**config.mk**
```make
export PLATFORM = sky130hd
export DESIGN_NAME = rgb_fade_seq
export DESIGN_NICKNAME = d
export VERILOG_FILES = /design/src/rtl/rgb_fade_seq.sv
export SDC_FILE = /design/constraint.sdc
export NUM_CORES = 1
export LEC_CHECK = 0
export BUFFER_PORTS_ARGS = -buffer_cell sky130_fd_sc_hd__buf_2
export CORE_MARGIN = 2
export CORE_UTILIZATION = 41
export CTS_CLUSTER_SIZE = 20
export DETAILED_ROUTE_END_ITERATION = 10
export GPL_ROUTABILITY_DRIVEN = 1
export SYNTH_ARGS = -nofsm -noshare
export SYNTH_HDL_FRONTEND = slang
export SYNTH_SLANG_ARGS = --single-unit
```
**constraint.sdc**
```tcl
create_clock -name clk -period 2.6 [get_ports clk]
set_input_delay 0.65 -clock clk [delete_from_list [all_inputs] [get_ports clk]]
set_output_delay 0.65 -clock clk [all_outputs]
set_load 0.02 [all_outputs]
```
**src/rtl/rgb_fade_seq.sv**
```systemverilog
// Colour-wheel fade sequencer: steps one RGB duty word per PERIODS_PER_STEP PWM periods,
// walking Red->Yellow->Green->Cyan->Blue->Magenta->Red with saturating arithmetic.
module rgb_fade_seq #(
  parameter int W                = 8,
  parameter int STEP             = 1,
  parameter int PERIODS_PER_STEP = 4
) (
  input  logic         clk,
  input  logic         rst,
  input  logic         en,
  input  logic         period_start,
  output logic [W-1:0] r_duty,
  output logic [W-1:0] g_duty,
  output logic [W-1:0] b_duty,
  output logic         duty_upd,
  output logic [2:0]   phase
);

  localparam logic [W-1:0] MAX = '1;
  localparam int CNT_W = (PERIODS_PER_STEP > 1) ? $clog2(PERIODS_PER_STEP) : 1;
  localparam logic [CNT_W-1:0] CNT_LAST = CNT_W'(PERIODS_PER_STEP - 1);
  localparam logic [W:0] STEP_X = (W+1)'(STEP);

  // Handshake: period_start is a strobe with no back-pressure; it is consumed
  // only when en=1 and rst=0, and duty_upd strobes the cycle new duties appear.
  typedef enum logic [2:0] {
    RISE_G = 3'd0,
    FALL_R = 3'd1,
    RISE_B = 3'd2,
    FALL_G = 3'd3,
    RISE_R = 3'd4,
    FALL_B = 3'd5
  } phase_t;

  phase_t         state_q, state_d;
  logic [CNT_W-1:0] cnt_q, cnt_d;
  logic [W-1:0]   r_d, g_d, b_d;
  logic           upd_d;

  logic           accept, step, rising;
  logic [W-1:0]   cur, stepped, endpoint;
  logic [W:0]     sum, diff;

  always_ff @(posedge clk) begin
    if (rst) begin
      state_q  <= RISE_G;
      cnt_q    <= '0;
      r_duty   <= MAX;
      g_duty   <= '0;
      b_duty   <= '0;
      duty_upd <= 1'b0;
    end else begin
      state_q  <= state_d;
      cnt_q    <= cnt_d;
      r_duty   <= r_d;
      g_duty   <= g_d;
      b_duty   <= b_d;
      duty_upd <= upd_d;
    end
  end

  always_comb begin
    accept   = en && period_start;
    step     = accept && (cnt_q == CNT_LAST);
    rising   = (state_q == RISE_G) || (state_q == RISE_B) || (state_q == RISE_R);
    endpoint = rising ? MAX : '0;

    case (state_q)
      RISE_G, FALL_G: cur = g_duty;
      FALL_R, RISE_R: cur = r_duty;
      default:        cur = b_duty;
    endcase

    // One spare bit catches overflow past MAX and borrow below zero.
    sum  = {1'b0, cur} + STEP_X;
    diff = {1'b0, cur} - STEP_X;
    if (rising) stepped = (sum > {1'b0, MAX}) ? MAX : sum[W-1:0];
    else        stepped = diff[W] ? '0 : diff[W-1:0];

    state_d = state_q;
    cnt_d   = cnt_q;
    r_d     = r_duty;
    g_d     = g_duty;
    b_d     = b_duty;
    upd_d   = 1'b0;

    if (accept) cnt_d = step ? '0 : cnt_q + CNT_W'(1);

    if (step) begin
      upd_d = 1'b1;
      case (state_q)
        RISE_G, FALL_G: g_d = stepped;
        FALL_R, RISE_R: r_d = stepped;
        default:        b_d = stepped;
      endcase
      if (stepped == endpoint) begin
        case (state_q)
          RISE_G:  state_d = FALL_R;
          FALL_R:  state_d = RISE_B;
          RISE_B:  state_d = FALL_G;
          FALL_G:  state_d = RISE_R;
          RISE_R:  state_d = FALL_B;
          default: state_d = RISE_G;
        endcase
      end
    end
  end

  assign phase = state_q;

endmodule

```
Yosys cells after proc, flatten, opt, wreduce, memory -nomap -nowiden
Cells that the tools add are included.

cells by class
  add/sub/neg operators = 3
  magnitude comparators = 1
  equality and inequality tests = 6
  muxes and demuxes = 8
  bitwise gates (word level) = 1
  reductions and logical operators = 12

operator list
  cell                                                 count
  two-way mux 8 bit                                    4
  one-hot mux 8 bit (2 select lines)                   1
  one-hot mux 3 bit (5 select lines)                   1
  adder 8 x 1 -> 9 bit, second input constant          1
  > comparator 9 x 8 -> 1 bit, second input constant   1
  subtractor 8 x 1 -> 9 bit, second input constant     1
  equality test 8 bit                                  1
  AND reduction 2 bit                                  4
  equality test 3 x 2 -> 1 bit, second input constant  2
  OR reduction 2 bit                                   2
  OR reduction 4 bit                                   1
  equality test 3 x 1 -> 1 bit, second input constant  1
  equality test 3 bit, second input constant           1
  logical NOT 3 bit                                    1
  adder 2 x 1 -> 2 bit, second input constant          1
  equality test 2 bit, second input constant           1
  logical AND 1 bit                                    2
  logical OR 1 bit                                     2
  two-way mux 2 bit                                    1
  two-way mux 1 bit                                    1
  NOT 1 bit                                            1

storage, ports and cells
  register bits after elaboration = 30
  input bits = 4

Depth between registers and ports, before layout
Gate-level depths: netlist of run 1.

  depth after elaboration = 9
  gate-level depth with buffers = 14

Least setup slack after synthesis of run 1
OpenSTA, ideal clock, no wires.

  path type = register to register
  start point = register state_q[2], in the netlist phase[2]
  end point = register g_duty[6]
  setup time = 0.079 ns
  data arrival time = 2.609 ns
  required time = 2.521 ns
  path slack = -0.089 ns
  stages on the path, launching flop included = 11
  clock period less this slack = 2.689 ns
  path through = dfxtp_1 buf_4 mux2i_1 nand2_1 and3_1 buf_2 ha_1 o41a_1 o41ai_4 a211oi_1 a211oi_2

on the way
  word-level cells in the longest chain between the ends = 7
  elaborated cells on any way between the ends = 17
  those cells by class = add/sub: 2; order compare: 1; eq/ne: 4; mux: 4; reduce/logical: 6

RTL lines
  item                                         RTL line  text
  from (decl)                                  35        phase_t state_q, state_d;
  from (signal assigned)                       53        state_q <= state_d;
  equality test 3 bit (tied with other cells)  65, 68
  OR reduction 2 bit (on tied branches)        68, 91
  one-hot mux 8 bit (2 select lines)           68        case (state_q)
  adder 8 x 1 -> 9 bit                         75        sum = {1'b0, cur} + STEP_X;
  > comparator 9 x 8 -> 1 bit                  77        if (rising) stepped = (sum > {1'b0, MAX}) ? MAX : sum[W-1:0];
  two-way mux 8 bit (2 in a row)               77
  to (signal assigned)                         56        g_duty <= g_d;
  to (decl)                                    13        output logic [W-1:0] g_duty,

Parallel ways exist; a longest one is shown, timed or not.
A chain may end at the register's enable or synchronous reset.

Worst setup path after layout of run 1
  start point = register state_q[2], in the netlist phase[2]
  end point = register state_q[0], in the netlist phase[0]

on the way
  word-level cells in the longest chain between the ends = 9
  elaborated cells on any way between the ends = 20
  those cells by class = add/sub: 2; order compare: 1; eq/ne: 5; mux: 6; reduce/logical: 6

RTL lines
  item                                         RTL line    text
  equality test 3 bit (tied with other cells)  65, 68, 97
  OR reduction 2 bit                           68
  one-hot mux 8 bit (2 select lines)           68
  adder 8 x 1 -> 9 bit                         75
  > comparator 9 x 8 -> 1 bit                  77
  two-way mux 8 bit (2 in a row)               77
  equality test 8 bit                          96          if (stepped == endpoint) begin
  AND reduction 2 bit (no line)                n/a

Parallel ways exist; a longest one is shown, timed or not.

==> results.py, run 1 <==
metrics = {
    "placed_design": {
        "dpl.hpwl_um": 4973,
        "placedCellCount": 405,
        "routabilityCongestion": 0.9501,
        "io_buffers": 31,
    },
    "die": {
        "die_area_sq_um": 5970,
        "rows": 26,
        "die_h_um": 77.27,
        "io_pins": 32,
        "core_sq_um": 5140,
        "initial_core_util_pct": 42.82,
        "die_w_um": 77.27,
    },
    "global_route": {
        "grt_first_pass_wirelength_um": 10960,
        "antenna_found_initial": 0,
        "grt_start_max_net_pins": 33,
        "grt_overflow": 0,
        "grt_pass1_vias": 2201,
        "gr-usage-all-layers_pct": 23.12,
    },
    "power": {
        "p_leak_nw": 1.327,
        "ir_drop_mv": 0.2650,
        "power_density_nw_per_um2": 272.4,
    },
    "synth": {
        "ys.flop_type": "dfxtp_1",
        "postSynthAreaPerCell_sq_um": 7.974,
        "synth_xor_area_share_pct": 1.933,
        "synthAdderAreaFrac_pct": 2.274,
        "synth-compound-area-share_pct": 28.08,
        "synth_top_family_by_area": "simple AND/OR/NAND/NOR gates",
        "netlist_instances": 276,
        "syn_area_sq_um": 2201,
        "ys_types": 59,
        "yosys_warnings": 0,
        "synthSimpleGateAreaFrac_pct": 29.90,
        "muxShareOfSynthArea_pct": 5.003,
        "synth_edf_count": 0,
        "syn-num-nets": 284,
        "ys_seq_area_share_pct": 27.29,
        "async_flop_share_pct": 0,
        "synth-seq-cells": 30,
    },
    "clock_tree": {
        "htree_num_levels": 2,
        "clock_path_buffers": 2,
        "clock-sinks": 30,
        "cts-root-buf": "clkbuf_8",
        "cts_tree": "built",
        "hold_buffers": 0,
        "clk_latency_ns": 0.29,
        "cts_buffers": 5,
        "clk_pin_slew_ns": 0.07,
    },
    "sta": {
        "slew_viol_final": 0,
        "setup_slack_ns": -0.02829,
        "max_freq_mhz": 380.5,
        "hold_violations": 0,
        "rsz0062_at_grt": "true",
        "worst_pin_slew_ns": 0.6523,
        "setup_viol": 4,
        "relSlewSlack_pct": 56.52,
        "fin_crit_ns": 2.628,
        "finalCritPeriodShare_pct": 101.1,
        "fin_skew_ns": 0.005286,
    },
    "route": {
        "vias": 2578,
        "routed_wl_um": 7255,
        "first_pass_iters": 5,
        "wire_per_inst_um": 16.68,
        "first_iter_violations": 192,
        "detail_route.drc_violations": 0,
        "ant_nets": 0,
        "avgViaCountPerCell": 5.926,
    },
    "setup_path": {
        "critPathKind": "reg2reg",
        "required_ns": 2.79,
        "critPathCaptureType": "register",
        "worstPathArrival_ns": 2.82,
        "cp-start-kind": "register",
        "crit_fanout": 8,
    },
    "layout": {
        "n_antenna_cell": 0,
        "mostFrequentLayoutCells": "buf_4 (58), nor2_1 (31), buf_2 (31)",
        "final_common_cell": "buf_4",
        "fin_nets": 372,
        "postLayoutCoreUtil_pct": 62.39,
        "fill_cells": 470,
        "areaGrowthSynthToFinish_pct": 45.71,
        "layout-drive-gt1-share_pct": 43.56,
        "area.sequential_sq_um": 611.8,
        "multi_input_area_sq_um": 1669,
        "instances_no_fill": 435,
    },
    "run": {
        "cap_violations": 0,
    },
    "run_status": {
        "violations": "setup timing",
        "outcome": "finished, violations left",
    },
    "worst_hold_path": {
        "min_path_type": "reg2reg",
    },
}
-- sequential cells by signal (all words and copies together) (netlist names) --
| name | flops |
|---|---|
| b_duty | 8 |
| cnt_q | 2 |
| duty_upd | 1 |
| g_duty | 8 |
| phase | 3 |
| r_duty | 8 |
-- layer usage --
| metal | part of all wire [%] | track usage (%) |
|---|---|---|
| met5 | 0 | 0 |
| met3 | 5.6 | 4.353 |
| met1 | 44 | 31.03 |
| met4 | 3.0 | 10.00 |
| met2 | 47 | 36.00 |
-- cell usage after synthesis (all sizes together) (6+ instances only) --
library cell | n | area, sq um
nor2 | 34 | 130.1
dfxtp | 30 | 600.6
nand3 | 17 | 85.08
a21oi | 16 | 80.08
nand2 | 15 | 58.81
a211oi | 14 | 110.1
nor3 | 14 | 70.07
buf | 13 | 83.82
o21ai | 12 | 60.05
mux2i | 11 | 110.1
nand2b | 9 | 56.30
and3 | 7 | 43.79
a31oi | 6 | 37.54
clkbuf | 6 | 22.52
o32ai | 6 | 52.55
-- area by class of cell --
type / count / share of cell area, %
multi-input cells: 223 / 52.05
repair buffers: 100 / 22.82
flip-flops and latches: 30 / 19.08
well taps: 70 / 2.731
clock buffers: 7 / 2.692
inverters: 4 / 0.4682
clock inverters: 1 / 0.1561
-- cells by family after synthesis --
logic type                 count (synthesis)
muxes                                     11
xor gates and xnor gates                   4
DFF                                       30
AOI/OAI and AO/OA                         81
adders and majority gates                  4
buffers and inverters                     23
and+or+nand+nor                          123
-- critical path, cell delays in order, from the launching register on --
cell and delay (ns):
dfxtp_4 0.38, buf_6 0.14, or3b_1 0.37, o21ai_2 0.08, a221o_1 0.29, buf_4 0.20, xnor2_1 0.08, nor4b_2 0.29
o2111ai_2 0.22, and2_4 0.23, o41ai_2 0.25
-- where the power goes --
| group | internal [mW] | switching, mW |
|---|---|---|
| clock | 0.213 | 0.177 |
| sequential | 0.458 | 0.00124 |
| combinational | 0.00822 | 0.0159 |
-- stage by stage --
| stage | worst slack (ns) | power (mW) | cell area [sq um] | TNS, ns | hold slack (ns) |
|---|---|---|---|---|---|
| floorplan | 0.007849 | 0.4875 | 2210 | 0 | 0.4400 |
| global placement | -0.05042 | 0.4950 | 2730 | -0.2267 | 0.4526 |
| detailed placement | -0.09142 | 0.4953 | 2730 | -0.6879 | 0.4712 |
| CTS | -0.01116 | 0.8814 | 2872 | -0.01804 | 0.4804 |
| global route | -0.1327 | 0.9060 | 3207 | -1.070 | 0.4959 |
| finish | -0.02829 | 0.8736 | 3207 | -0.06564 | 0.4695 |
-- repair_timing --
action / CTS / global route
buffers inserted: 4 / 18
setup endpoints to repair: 17 / 27
resized for setup: 6 / 55
pin swaps: 4 / 20
-- final timing paths --
path | from | to | slack, ns | depth (start not counted)
setup reg to reg | phase[2]$_SDFFE_PP0P_ | phase[0]$_SDFFE_PP0P_ | -0.03 | 10
hold reg to reg | cnt_q[1]$_SDFFE_PP0P_ | cnt_q[1]$_SDFFE_PP0P_ | 0.47 | 2
setup / recovery | phase[2]$_SDFFE_PP0P_ | phase[0]$_SDFFE_PP0P_ | -0.03 | 10
hold / removal | cnt_q[1]$_SDFFE_PP0P_ | cnt_q[1]$_SDFFE_PP0P_ | 0.47 | 2
(Power assumes the default switching activity.)
==> run 2, diff against run 1 <==
Settings changed: CORE_ASPECT_RATIO from default to 1.5, SKIP_CTS_REPAIR_TIMING from default to 1.
==> results.py, run 2 (synthesis gave the netlist of run 1 again) <==
metrics = {
    "run_status": {
        "outcome": "finished, violations left",
        "violations": "setup timing",
    },
    "setup_path": {
        "required_ns": 2.80,
        "crit_fanout": 6,
        "crit_start": "phase[2]$_SDFFE_PP0P_",
        "worstPathArrival_ns": 2.86,
        "critPathCaptureType": "register",
        "worstReg2RegStart": "phase[2]$_SDFFE_PP0P_",
        "rrSetupSlack_ns": -0.06,
        "cp-start-kind": "register",
        "r2r-end": "b_duty[6]$_SDFFE_PP0P_",
        "critPathKind": "reg2reg",
        "reg2reg_depth": 8,
    },
    "sta": {
        "fin_crit_ns": 2.662,
        "fin_hold_ws_ns": 0.4700,
        "setup_slack_ns": -0.06196,
        "hold_violations": 0,
        "fin_skew_ns": 0.01038,
        "tns_ns": -0.1679,
        "relSlewSlack_pct": 70.37,
        "rsz0062_at_grt": "true",
        "slew_viol_final": 0,
        "finalCritPeriodShare_pct": 102.4,
        "max_freq_mhz": 375.7,
        "worst_pin_slew_ns": 0.4444,
        "setup_viol": 6,
    },
    "worst_hold_path": {
        "min_path_type": "reg2reg",
        "whs_path_depth": 2,
        "hold_start": "cnt_q[1]$_SDFFE_PP0P_",
        "whs_endpoint": "cnt_q[1]$_SDFFE_PP0P_",
    },
    "global_route": {
        "grt_overflow": 0,
        "grt_start_max_net_pins": 26,
        "antenna_found_initial": 0,
        "grt_first_pass_wirelength_um": 11500,
        "gr-usage-all-layers_pct": 24.88,
        "grt_pass1_vias": 2387,
    },
    "placed_design": {
        "preCtsSetupSlack_ns": -0.2170,
        "dpl_cell_area_sq_um": 2770,
        "placedCellCount": 412,
        "dpl.hpwl_um": 5625,
        "io_buffers": 31,
        "routabilityCongestion": 0.9417,
    },
    "die": {
        "die_w_um": 63.82,
        "die_area_sq_um": 5982,
        "io_pins": 32,
        "die_h_um": 93.73,
        "rows": 32,
        "core_sq_um": 5165,
        "initial_core_util_pct": 42.61,
    },
    "power": {
        "p_comb_share_pct": 2.9,
        "power.switching_mw": 0.1955,
        "ir_drop_mv": 0.5118,
        "power_frac_seq_pct": 49.3,
        "p_int_mw": 0.7357,
        "power_density_nw_per_um2": 287.7,
        "power.total_mw": 0.9312,
        "swShare_pct": 20.99,
        "pwr-share-clk_pct": 47.8,
        "p_leak_nw": 1.384,
    },
    "route": {
        "wire_per_inst_um": 17.86,
        "avgViaCountPerCell": 5.856,
        "first_pass_iters": 4,
        "routed_wl_um": 7841,
        "detail_route.drc_violations": 0,
        "first_iter_violations": 155,
        "vias": 2571,
        "ant_nets": 0,
    },
    "clock_tree": {
        "htree_num_levels": 2,
        "clk_latency_ns": 0.29,
        "clock-sinks": 30,
        "cts-root-buf": "clkbuf_8",
        "cts_buffers": 5,
        "clock_path_buffers": 2,
        "cts_tree": "built",
        "clk_pin_slew_ns": 0.07,
    },
    "run": {
        "cap_violations": 0,
    },
    "layout": {
        "top_regs": "b_duty (8), g_duty (8), r_duty (8)",
        "layout-drive-gt1-share_pct": 43.94,
        "instances_no_fill": 439,
        "postLayoutCellArea_sq_um": 3237,
        "mostFrequentLayoutCells": "buf_4 (69), nor2_1 (31), buf_2 (31)",
        "postLayoutCoreUtil_pct": 62.67,
        "fin_nets": 378,
        "final_common_cell": "buf_4",
        "n_antenna_cell": 0,
        "areaGrowthSynthToFinish_pct": 47.07,
    },
}
run 2: cell count changes in the layout (fill, tap and decap cells not counted), moves of 3 or more:
cell      delta
buf_4       +11
a211oi_1     +3
o32ai_2      -3
buf_6        -3
run 2: routing by layer:
metal	global-route usage (%)	up-vias	part of all wire (%)
met5	0	-	0
met4	13.77	0	4.2
met3	3.237	25	4.3
met2	43.84	97	52
met1	28.56	1215	39
li1	-	1234	-
run 2: area by class of cell:
cell class | instances | area (sq um)
inverter | 4 | 17.52
sequential | 30 | 611.8
tap | 68 | 85.08
fill | 452 | 1928
multi-input combinational | 223 | 1672
timing repair buffer | 106 | 740.7
clock buffer | 8 | 110.1
run 2: worst max-delay path by stage:
stage	depth (start not counted)	to	slack [ns]
finish	8	b_duty[6]$_SDFFE_PP0P_	-0.06
global route	10	b_duty[6]$_SDFFE_PP0P_	-0.14
CTS	9	g_duty[3]$_SDFFE_PP0P_	-0.22
detailed placement	9	g_duty[3]$_SDFFE_PP0P_	-0.22
global placement	10	g_duty[5]$_SDFFE_PP0P_	-0.17
floorplan	11	g_duty[6]$_SDFFE_PP0P_	0.008
run 2: power groups by stage:
stage	Clock, mW	Combinational (mW)	Sequential (mW)
floorplan	0	0.0146	0.473
global placement	0	0.0252	0.473
detailed placement	0	0.0254	0.473
CTS	0.453	0.0254	0.462
global route	0.472	0.0291	0.459
finish	0.445	0.0267	0.459
run 2: critical path, cell delays in order (launching register included):
cell,delay (ns)
dfxtp_4,0.40
buf_6,0.14
mux2i_1,0.39
a221o_2,0.29
nor3_2,0.05
o41a_1,0.46
o41ai_4,0.43
a211oi_2,0.16
a211oi_1,0.25
==> run 3, diff against run 2 <==
Settings changed: RECOVER_POWER from default to 25.
==> results.py, run 3 (synthesis gave the netlist of run 1 again) <==
metrics = {
    "layout": {
        "postLayoutCoreUtil_pct": 62.50,
        "fin_nets": 378,
        "multi_input_area_sq_um": 1672,
        "layout-drive-gt1-share_pct": 42.05,
        "postLayoutCellArea_sq_um": 3228,
        "final_common_cell": "buf_4",
        "areaGrowthSynthToFinish_pct": 46.67,
        "fill_cells": 456,
        "top_regs": "b_duty (8), g_duty (8), r_duty (8)",
        "n_antenna_cell": 0,
        "instances_no_fill": 439,
        "area.sequential_sq_um": 611.8,
        "mostFrequentLayoutCells": "buf_4 (69), nor2_1 (31), dfxtp_1 (27)",
    },
    "setup_path": {
        "cp_slowest_cell": "o41a_1",
        "critPathCaptureType": "register",
        "worstPathCellList": "buf_6 > mux2i_1 > a221o_2 > nor3_2 > o41a_1 > o41ai_4 > a211oi_2 > a211oi_1",
        "reg2reg_depth": 8,
        "critPathKind": "reg2reg",
        "worstPathArrival_ns": 2.86,
        "required_ns": 2.80,
        "cp-start-kind": "register",
        "crit_fanout": 6,
        "cp_slowest_stage_delay_ns": 0.46,
    },
    "sta": {
        "fin_crit_ns": 2.656,
        "finalCritPeriodShare_pct": 102.2,
        "rsz0062_at_grt": "true",
        "max_freq_mhz": 376.5,
        "setup_slack_ns": -0.05619,
        "slew_viol_final": 0,
        "fin_hold_ws_ns": 0.4700,
        "hold_violations": 0,
        "setup_viol": 7,
        "tns_ns": -0.1708,
        "relSlewSlack_pct": 31.11,
        "worst_pin_slew_ns": 1.033,
        "fin_skew_ns": 0.01038,
    },
    "power": {
        "power_density_nw_per_um2": 288.5,
        "p_int_mw": 0.7355,
        "power.switching_mw": 0.1959,
        "power_frac_seq_pct": 49.3,
        "ir_drop_mv": 0.5124,
        "pwr-share-clk_pct": 47.8,
        "p_comb_share_pct": 2.8,
        "swShare_pct": 21.03,
        "power.total_mw": 0.9314,
        "p_leak_nw": 1.358,
    },
    "route": {
        "ant_nets": 0,
        "routed_wl_um": 7814,
        "first_pass_iters": 4,
        "detail_route.drc_violations": 0,
        "first_iter_violations": 156,
        "avgViaCountPerCell": 5.900,
        "wire_per_inst_um": 17.80,
        "vias": 2590,
    },
    "clock_tree": {
        "clock_path_buffers": 2,
        "htree_num_levels": 2,
        "clk_latency_ns": 0.29,
        "cts_buffers": 5,
        "clock-sinks": 30,
        "cts-root-buf": "clkbuf_8",
        "cts_tree": "built",
        "clk_pin_slew_ns": 0.07,
    },
    "worst_hold_path": {
        "min_path_type": "reg2reg",
        "whs_path_depth": 2,
    },
    "die": {
        "core_sq_um": 5165,
        "rows": 32,
        "die_w_um": 63.82,
        "die_area_sq_um": 5982,
        "io_pins": 32,
        "initial_core_util_pct": 42.61,
        "die_h_um": 93.73,
    },
    "global_route": {
        "grt_pass1_vias": 2387,
        "grt_first_pass_wirelength_um": 11500,
        "antenna_found_initial": 0,
        "gr-usage-all-layers_pct": 24.88,
        "grt_overflow": 0,
        "grt_start_max_net_pins": 26,
    },
    "placed_design": {
        "placedCellCount": 412,
        "routabilityCongestion": 0.9417,
        "dpl.hpwl_um": 5625,
        "io_buffers": 31,
        "dpl_cell_area_sq_um": 2770,
        "preCtsSetupSlack_ns": -0.2170,
    },
    "run_status": {
        "outcome": "finished, violations left",
        "violations": "setup timing",
    },
    "run": {
        "cap_violations": 0,
    },
}
==> run 3: cell count changes in the layout (fill, tap and decap cells not counted), sizes merged <==
cell,previous run,this run
clkbuf,8,15
buf,106,99
==> run 3: worst max-delay path, delay by kind of cell (launching register included) <==
family / cells / cell delay [ns]
AND/OR/NAND/NOR: 1 / 0.05
buffers and inverters: 1 / 0.14
flip-flops: 1 / 0.40
AO/OA/AOI/OAI: 5 / 1.59
multiplexers: 1 / 0.39
==> run 3: area by class of cell <==
| type | count | area share [%] |
|---|---|---|
| Multi-Input combinational cell | 223 | 51.78 |
| Tap cell | 68 | 2.636 |
| Clock buffer | 8 | 3.411 |
| Timing Repair Buffer | 106 | 22.67 |
| Inverter | 4 | 0.5426 |
| Sequential cell | 30 | 18.95 |
==> run 3: path summary, 6_finish.rpt <==
path | slack (ns) | to | start
worst min register to register | 0.47 | cnt_q[1]$_SDFFE_PP0P_ | cnt_q[1]$_SDFFE_PP0P_
worst max-delay path | -0.06 | b_duty[6]$_SDFFE_PP0P_ | phase[2]$_SDFFE_PP0P_
worst min-delay path | 0.47 | cnt_q[1]$_SDFFE_PP0P_ | cnt_q[1]$_SDFFE_PP0P_
worst max register to register | -0.06 | b_duty[6]$_SDFFE_PP0P_ | phase[2]$_SDFFE_PP0P_
==> run 3: per-layer routing <==
metal	vias to the layer above	global-route usage, %	wire, um	part of all wire [%]
li1	1235	-	-	-
met1	1227	28.56	3052	39
met2	101	43.84	4087	52
met3	27	3.237	327	4.2
met4	0	13.77	346	4.4
met5	-	0	0	0
==> run 3: power by group through the flow <==
| stage | clock (mW) | combinational [mW] | sequential [mW] |
|---|---|---|---|
| global route | 0.472 | 0.0289 | 0.459 |
| floorplan | 0 | 0.0146 | 0.473 |
| finish | 0.445 | 0.0265 | 0.459 |
| CTS | 0.453 | 0.0254 | 0.462 |
| detailed placement | 0 | 0.0254 | 0.473 |
| global placement | 0 | 0.0252 | 0.473 |
